**config.mk**
```make
export PLATFORM = sky130hd
export DESIGN_NAME = rhs_axil_regfile
export DESIGN_NICKNAME = d
export VERILOG_FILES = /design/src/rtl/rhs_axil_regfile.sv
export SDC_FILE = /design/constraint.sdc
export NUM_CORES = 1
export LEC_CHECK = 0
export ABC_CLOCK_PERIOD_IN_PS = 2180
export CAP_MARGIN = 10
export CORE_MARGIN = 4
export CORE_UTILIZATION = 30
export DETAILED_ROUTE_END_ITERATION = 8
export PLACE_DENSITY = 0.63
export SLEW_MARGIN = 20
export SYNTH_ARGS = -nofsm -noshare
export SYNTH_HDL_FRONTEND = slang
export SYNTH_SLANG_ARGS = --single-unit
```
**constraint.sdc**
```tcl
create_clock -name rhs_aclk -period 2.18 [get_ports rhs_aclk]
set_input_delay 0.436 -clock rhs_aclk [delete_from_list [all_inputs] [get_ports rhs_aclk]]
set_output_delay 0.436 -clock rhs_aclk [all_outputs]
set_load 0.02 [all_outputs]
```
**src/rtl/rhs_axil_regfile.sv**
```systemverilog
// AXI4-Lite register file for the RHS stimulation/recording controller.
// Holds sequencer configuration and reports sequencer status.
module rhs_axil_regfile #(
  parameter int ADDR_W = 6,
  parameter int DATA_W = 32
) (
  input  logic              rhs_aclk,
  input  logic              rhs_aresetn,
  input  logic [ADDR_W-1:0] s_axi_awaddr,
  input  logic [2:0]        s_axi_awprot,
  input  logic              s_axi_awvalid,
  output logic              s_axi_awready,
  input  logic [DATA_W-1:0] s_axi_wdata,
  input  logic [3:0]        s_axi_wstrb,
  input  logic              s_axi_wvalid,
  output logic              s_axi_wready,
  output logic [1:0]        s_axi_bresp,
  output logic              s_axi_bvalid,
  input  logic              s_axi_bready,
  input  logic [ADDR_W-1:0] s_axi_araddr,
  input  logic [2:0]        s_axi_arprot,
  input  logic              s_axi_arvalid,
  output logic              s_axi_arready,
  output logic [DATA_W-1:0] s_axi_rdata,
  output logic [1:0]        s_axi_rresp,
  output logic              s_axi_rvalid,
  input  logic              s_axi_rready,
  output logic [31:0]       ctrl,
  output logic              ctrl_wr,
  output logic [31:0]       stim_mag,
  output logic [7:0]        pkt_len,
  output logic [7:0]        zc_cycle,
  output logic [1:0]        zc_scale,
  output logic [4:0]        chan_pos,
  output logic [4:0]        chan_neg,
  output logic              chan_mono,
  output logic [15:0]       pulse_width,
  output logic [15:0]       ipulse_delay,
  output logic [7:0]        num_pulse,
  input  logic              stim_busy,
  input  logic              init_done,
  input  logic              mag_done
);

  logic        aw_full, w_full;
  logic [3:0]  widx;
  logic [31:0] wdata_q;
  logic [3:0]  wstrb_q;
  logic        bvalid_q, ctrl_wr_q;
  logic [1:0]  bresp_q;
  logic        rvalid_q;
  logic [1:0]  rresp_q;
  logic [31:0] rdata_q;

  logic [31:0] ctrl_q, mag_q;
  logic [7:0]  pkt_q, np_q;
  logic [9:0]  zc_q;
  logic [10:0] chan_q;
  logic [15:0] pw_q, ipd_q;

  logic        wr_go, wr_err;
  logic [31:0] m;
  logic [3:0]  ridx;
  logic [31:0] rd_data;
  logic        unused;

  assign unused = ^{s_axi_awaddr[1:0], s_axi_araddr[1:0],
                    s_axi_awprot, s_axi_arprot};

  assign wr_go  = aw_full && w_full && !bvalid_q;
  assign wr_err = (widx >= 4'd8) || (widx != 4'd0 && stim_busy);
  assign m      = {{8{wstrb_q[3]}}, {8{wstrb_q[2]}},
                   {8{wstrb_q[1]}}, {8{wstrb_q[0]}}};

  always_ff @(posedge rhs_aclk or negedge rhs_aresetn) begin
    if (!rhs_aresetn) begin
      aw_full   <= 1'b0;
      w_full    <= 1'b0;
      widx      <= '0;
      wdata_q   <= '0;
      wstrb_q   <= '0;
      bvalid_q  <= 1'b0;
      bresp_q   <= 2'b00;
      ctrl_wr_q <= 1'b0;
      ctrl_q    <= '0;
      mag_q     <= '0;
      pkt_q     <= 8'd1;
      zc_q      <= '0;
      chan_q    <= '0;
      pw_q      <= 16'd1;
      ipd_q     <= '0;
      np_q      <= '0;
    end else begin
      ctrl_wr_q <= 1'b0;
      if (s_axi_awvalid && !aw_full) begin
        aw_full <= 1'b1;
        widx    <= s_axi_awaddr[5:2];
      end
      if (s_axi_wvalid && !w_full) begin
        w_full  <= 1'b1;
        wdata_q <= s_axi_wdata;
        wstrb_q <= s_axi_wstrb;
      end
      if (wr_go) begin
        bvalid_q <= 1'b1;
        bresp_q  <= wr_err ? 2'b10 : 2'b00;
        if (!wr_err) begin
          ctrl_wr_q <= (widx == 4'd0);
          case (widx)
            4'd0: ctrl_q <= (ctrl_q & ~m) | (wdata_q & m);
            4'd1: mag_q  <= (mag_q & ~m) | (wdata_q & m);
            4'd2: pkt_q  <= (pkt_q & ~m[7:0])
                            | (wdata_q[7:0] & m[7:0]);
            4'd3: zc_q   <= (zc_q & ~m[9:0])
                            | (wdata_q[9:0] & m[9:0]);
            4'd4: chan_q <= (chan_q & ~m[10:0])
                            | (wdata_q[10:0] & m[10:0]);
            4'd5: pw_q   <= (pw_q & ~m[15:0])
                            | (wdata_q[15:0] & m[15:0]);
            4'd6: ipd_q  <= (ipd_q & ~m[15:0])
                            | (wdata_q[15:0] & m[15:0]);
            4'd7: np_q   <= (np_q & ~m[7:0])
                            | (wdata_q[7:0] & m[7:0]);
            default: ;
          endcase
        end
      end
      if (bvalid_q && s_axi_bready) begin
        bvalid_q <= 1'b0;
        aw_full  <= 1'b0;
        w_full   <= 1'b0;
      end
    end
  end

  assign ridx = s_axi_araddr[5:2];

  always_comb begin
    rd_data = '0;
    case (ridx)
      4'd0: rd_data = ctrl_q;
      4'd1: rd_data = mag_q;
      4'd2: rd_data = {24'b0, pkt_q};
      4'd3: rd_data = {22'b0, zc_q};
      4'd4: rd_data = {21'b0, chan_q};
      4'd5: rd_data = {16'b0, pw_q};
      4'd6: rd_data = {16'b0, ipd_q};
      4'd7: rd_data = {24'b0, np_q};
      4'd8: rd_data = {29'b0, mag_done, init_done, stim_busy};
      default: rd_data = '0;
    endcase
  end

  always_ff @(posedge rhs_aclk or negedge rhs_aresetn) begin
    if (!rhs_aresetn) begin
      rvalid_q <= 1'b0;
      rdata_q  <= '0;
      rresp_q  <= 2'b00;
    end else if (s_axi_arvalid && !rvalid_q) begin
      rvalid_q <= 1'b1;
      rdata_q  <= rd_data;
      rresp_q  <= (ridx > 4'd8) ? 2'b10 : 2'b00;
    end else if (rvalid_q && s_axi_rready) begin
      rvalid_q <= 1'b0;
    end
  end

  assign s_axi_awready = !aw_full;
  assign s_axi_wready  = !w_full;
  assign s_axi_bvalid  = bvalid_q;
  assign s_axi_bresp   = bresp_q;
  assign s_axi_arready = !rvalid_q;
  assign s_axi_rvalid  = rvalid_q;
  assign s_axi_rdata   = rdata_q;
  assign s_axi_rresp   = rresp_q;

  assign ctrl         = ctrl_q;
  assign ctrl_wr      = ctrl_wr_q;
  assign stim_mag     = mag_q;
  assign pkt_len      = pkt_q;
  assign zc_cycle     = zc_q[7:0];
  assign zc_scale     = zc_q[9:8];
  assign chan_pos     = chan_q[4:0];
  assign chan_neg     = chan_q[9:5];
  assign chan_mono    = chan_q[10];
  assign pulse_width  = pw_q;
  assign ipulse_delay = ipd_q;
  assign num_pulse    = np_q;

endmodule
```
==> run metrics, run 1 <==
synthesis-to-layout area growth 46.08%; Final min period roughly 2.1 ns; Clk Latency, worst-skew pair around 0.51 ns; initial antenna violation count 1; mapped cell area around 0.009 sq mm; FP Rows 63; global-route wire length before repair around 44 mm; power share of the combinational group 32.9%; Rel. slew slack a little over 60%; pwr dens approximately 1300 mW/mm^2; CTS tree yes; WL per Instance ~22 microns; share of layout cells above drive strength 1 a little under a third; Final TNS setup 0 ns; worst path bufs/invs 1; Synth Instances about 660; commonest non-fill, non-tap cell in the layout clkdlybuf4s50_1; grt ovf 0; CP Max Fanout 3; CP required 1.74 ns; Switch Pwr about 5.5 mW; most frequent cells in the layout clkdlybuf4s50_1, dfrtp_1, mux2_2; clock network fraction of total power between 20% and 30%; PortBufs between 200 and 250; drt first pass iters 5; dpl hpwl a little over 20 mm; Final Wtd Congestion 0.7654; Overall Global Routing Usage 17.09%; post-route ant nets 0; critical path class reg2out; total core area between 0.02 and 0.03 sq mm; register area between 0.005 and 0.006 sq mm; Layout Nets roughly 990; DP Worst Slack -0.04171 ns; clk sinks 212; Post-synth EDFFs 0; post-synthesis sequential area ratio roughly three fifths; Final Hold Viols 0; area of the multi-input gates ~0.0036 sq mm; MaxCap Viol Count 0; Final WS setup around 0.068 ns; cell family with most CP delay buffers and inverters; post-synthesis async set-or-reset flop share 100.0%; Die H roughly 180 microns; Post-synth top flop dfrtp_1; flops & latches, synth about 210; Hold Crit Class in2async; Tcrit/Tclk final 96.88%; post-layout util roughly 45%; DRT iter0 DRCs around 410; Worst IR Drop VDD between 0.7 and 0.8 mV; antenna fix cells 0; Syn. warnings 0; Clock Tree Buf Depth 3; max-slew violation count 0; crit path max-delay cell type clkdlybuf4s50_1; Seq pwr share roughly 40%; total CTS buffers 25; Initial Utilization between 30% and 40%; drt drc 0; Worst Setup End Kind output port; largest net degree at the start of global routing 51; H-tree depth 1; Unique masters post-synth 56; fmax around 0.47 GHz; Root Buffer clkbuf_16; Tot Pwr between 15 and 20 mW; clk_skew between 0.01 and 0.015 ns; Leak between 5 and 6 nW; sw frac between 30% and 40%; average cell area after synthesis approximately 14 sq um; internal power 11.17 mW; top-level port count 239; critical path arrival 1.68 ns; die width ~180 microns; Routed WL ~29 mm; CP startpoint kind flop; Final setup viols 0; vias per std cell ~5.0; crit-path max cell delay 0.61 ns; outcome finished clean; vias in the first global route slightly above 7000; die footprint approximately 0.033 sq mm; fillcell total 2727; DR vias ~6600; Worst-Margin Slew ~0.56 ns; Clk pin slew, worst setup/hold paths roughly 0.060 ns; RSZ-0062 raised after global routing false; crit-path cells clkdlybuf4s50_1
[synthesized netlist by cell type, types with 5 or more instances]
cell type,number,area [sq um]
dfrtp_1,210,5255
mux2_2,176,1982
nand2_1,38,142.6
o21ai_0,27,135.1
buf_2,22,110.1
a22oi_1,17,127.6
a21oi_1,16,80.08
clkbuf_1,12,45.04
nor2_1,11,41.29
mux2i_1,10,100.1
mux2_4,8,120.1
nand2_2,8,50.05
a222oi_1,7,70.07
a21o_1,6,45.04
a32oi_1,6,52.55
inv_1,6,22.52
nand3_1,5,25.02
[cell families (layout without fill, tap and decap cells)]
family                 after synthesis  count (layout)  share of synthesized area [%]
buffers and inverters               45             330                          2.367
AO/OA/AOI/OAI                      106             106                          8.133
other                                1               2                        0.04124
multiplexers                       196             196                          24.47
AND/OR/NAND/NOR                    101             101                          6.619
flip-flops                         212             212                          58.37
[metal layers]
layer | track usage [%] | routed length (microns) | up-vias
met2 | 27.23 | 13240 | 211
met5 | 0 | 20 | -
li1 | - | - | 2987
met1 | 23.36 | 12680 | 3409
met3 | 5.322 | 2300 | 39
met4 | 3.032 | 519 | 2
[path summary, 6_finish.rpt]
check,startpoint,to,slack (ns),cells after the start
max,flop,pkt_len[0],0.07,1
max reg2reg,s_axi_bvalid,flop,0.28,5
min in group rhs_aclk,s_axi_rdata[15],s_axi_rdata[15],0.47,1
min,rhs_aresetn,wdata_q[2],0.47,2
min reg2reg,s_axi_rdata[15],s_axi_rdata[15],0.47,1
max in group asynchronous,rhs_aresetn,s_axi_rdata[25],1.10,3
[stage by stage]
| step | instances | cell area [sq um] | hold WS, ns |
|---|---|---|---|
| after floorplan | 662 | 9096 | 0.1404 |
| after global placement | 1291 | 12370 | 0.4369 |
| after detailed placement | 1291 | 12370 | 0.4379 |
| after CTS | 1337 | 13280 | 0.4632 |
| after global routing | 1337 | 13280 | 0.4848 |
| final | 1337 | 13280 | 0.4688 |
[power by group through the flow]
stage / Clock (mW) / Combinational, mW / Sequential [mW]
6_report: 4.54 / 5.48 / 6.64
5_1_grt: 4.81 / 5.82 / 6.87
4_1_cts: 4.65 / 5.57 / 6.65
3_5_place_dp: 0 / 5.54 / 6.70
3_3_place_gp: 0 / 5.47 / 6.65
2_1_floorplan: 0 / 1.84 / 7.35
[repair_timing]
action,in CTS,in global routing
hold endpoints to repair,40,0
endpoints found under the setup margin,0,1
gates resized for setup,0,1
setup buffers,0,0
hold buffers,1,0
[layout make-up]
cell class / instances / area share, %
clock buffer: 37 / 5.501
clock inverter: 8 / 1.291
inverter: 6 / 0.1696
multi-input combinational: 405 / 27.22
sequential: 212 / 39.96
tap: 390 / 3.674
timing repair buffer: 279 / 22.18
(Power assumes the default switching activity.)
==> run 2: changes to the inputs <==
--- a/config.mk
+++ b/config.mk
@@ -11,6 +11,7 @@
 export CORE_UTILIZATION = 30
 export DETAILED_ROUTE_END_ITERATION = 8
 export PLACE_DENSITY = 0.63
+export SKIP_CTS_REPAIR_TIMING = 1
 export SLEW_MARGIN = 20
 export SYNTH_ARGS = -nofsm -noshare
 export SYNTH_HDL_FRONTEND = slang
==> results of run 2 <==
Same layout as run 1: the final DEF is identical, and so are final timing and power.
Main changes from that run: met1 usage 23.36% -> 23.34%; met3 usage 5.322% -> 5.342%
==> run 3: changes to the inputs <==
--- a/config.mk
+++ b/config.mk
@@ -6,11 +6,11 @@
 export NUM_CORES = 1
 export LEC_CHECK = 0
 export ABC_CLOCK_PERIOD_IN_PS = 2180
-export CAP_MARGIN = 10
+export CAP_MARGIN = 20
 export CORE_MARGIN = 4
-export CORE_UTILIZATION = 30
+export CORE_UTILIZATION = 49
 export DETAILED_ROUTE_END_ITERATION = 8
-export PLACE_DENSITY = 0.63
+export PLACE_DENSITY = 0.89
 export SKIP_CTS_REPAIR_TIMING = 1
 export SLEW_MARGIN = 20
 export SYNTH_ARGS = -nofsm -noshare
==> run metrics, run 3 (synthesis results as in run 1) <==
drt first pass iters 5; vias per std cell between 5 and 6; crit path max-delay cell type clkdlybuf4s50_1; power share of the combinational group approximately a third; outcome finished clean; post-route ant nets 0; FP Rows roughly 50; Final min period roughly 2.1 ns; post-layout util 70.72%; crit-path max cell delay about 0.64 ns; Final Hold Viols 0; Worst IR Drop VDD 0.8431 mV; met3 usage 6.878%; CTS tree yes; vias in the first global route approximately 7300; worst path bufs/invs 1; Final Wtd Congestion a little over 0.8; final hold slack roughly 0.47 ns; GR Util met2 between 40 and 50%; dpl hpwl 18.78 mm; commonest non-fill, non-tap cell in the layout clkdlybuf4s50_1; DRT iter0 DRCs 420; most frequent cells in the layout clkdlybuf4s50_1, dfrtp_1, mux2_2; clk sinks between 200 and 250; top-level port count 239; total core area about 0.018 sq mm; CP Max Fanout 3; share of layout cells above drive strength 1 between 30% and 40%; MaxCap Viol Count 0; clk_skew about 0.011 ns; crit-path cells clkdlybuf4s50_1; DR vias about 7000; clock network fraction of total power between 20% and 30%; fmax 0.4711 GHz; Final setup viols 0; Layout Nets roughly 980; Clk Latency, worst-skew pair 0.50 ns; critical path arrival ~1.7 ns; internal power 10.40 mW; Clock Tree Buf Depth 3; cell family with most CP delay buffers and inverters; Tcrit/Tclk final between 90% and 100%; H-tree depth 1; Leak about 5.7 nW; PortBufs approximately 230; Worst Setup End Kind output port; die width about 140 microns; CP required between 1.5 and 2 ns; sw frac approximately a third; Clk pin slew, worst setup/hold paths around 0.060 ns; die footprint a little over 0.02 sq mm; Die H between 100 and 150 microns; busiest grt layer met2; Routed WL around 27 mm; Seq pwr share 42.0%; total CTS buffers 22; Initial Utilization roughly half; critical path class reg2out; Switch Pwr ~5.4 mW; initial antenna violation count 1; Hold Crit Class in2async; max-slew violation count 0; RSZ-0062 raised after global routing false; antenna fix cells 0; synthesis-to-layout area growth 40.66%; Overall Global Routing Usage roughly a quarter; drt drc 0; met1 usage 33.90%; grt ovf 0; pwr dens around 1200 mW/mm^2; global-route wire length before repair 41.63 mm; CP startpoint kind flop; WL per Instance around 23 microns; Root Buffer clkbuf_16; largest net degree at the start of global routing 66
## run 3: cell types whose count changed in the layout (fill, tap and decap cells not counted), moves of 2 or more
cell / before / now
clkdlybuf4s50_1: 222 / 224
clkbuf_8: 7 / 4
clkbuf_16: 25 / 23
buf_12: 23 / 19
clkinv_2: 1 / 10
bufinv_16: 5 / 1
buf_4: 29 / 27
clkbuf_1: 6 / 2
## run 3: area by class of cell
class | instances | area [sq um]
Sequential cell | 212 | 5308
Clock buffer | 28 | 624.3
Tap cell | 229 | 286.5
Clock inverter | 12 | 87.58
Timing Repair Buffer | 273 | 2854
Fill cell | 1185 | 5296
Multi-Input combinational cell | 405 | 3607
Inverter | 6 | 22.52
## run 3: final timing paths
check                                     start              end  slack, ns  cells past startpoint
worst max-delay path                       flop       pkt_len[0]       0.06                      1
worst min-delay path                rhs_aresetn       wdata_q[8]       0.47                      2
worst max register to register     s_axi_bvalid             flop       0.25                      5
worst min register to register  s_axi_rdata[15]  s_axi_rdata[15]       0.48                      1
max in group asynchronous           rhs_aresetn        async pin       1.00                      3
min in group rhs_aclk           s_axi_rdata[15]  s_axi_rdata[15]       0.48                      1
## run 3: metrics by stage
stage / total power [mW] / std cells / area [sq um] / setup slack [ns] / setup TNS, ns
6_report: 15.84 / 1165 / 12790 / 0.05745 / 0
5_1_grt: 16.56 / 1165 / 12790 / 0.02792 / 0
4_1_cts: 15.92 / 1164 / 12780 / 0.03646 / 0
3_5_place_dp: 12.19 / 1124 / 12070 / -0.06737 / -0.5608
3_3_place_gp: 11.95 / 1124 / 12070 / -0.01511 / -0.02287
2_1_floorplan: 9.190 / 662 / 9096 / 0.3789 / 0
## run 3: per-layer routing
metal	up-vias	routed length [microns]
li1	2948	-
met1	3513	10490
met2	365	13070
met3	67	2748
met4	2	675
met5	-	11
## run 3: power groups by stage
stage | registers (mW) | clock network, mW | logic (mW)
final | 6.66 | 3.67 | 5.51
after global routing | 6.85 | 3.88 | 5.82
after CTS | 6.64 | 3.72 | 5.55
after detailed placement | 6.68 | 0 | 5.51
after global placement | 6.60 | 0 | 5.36
after floorplan | 7.35 | 0 | 1.84
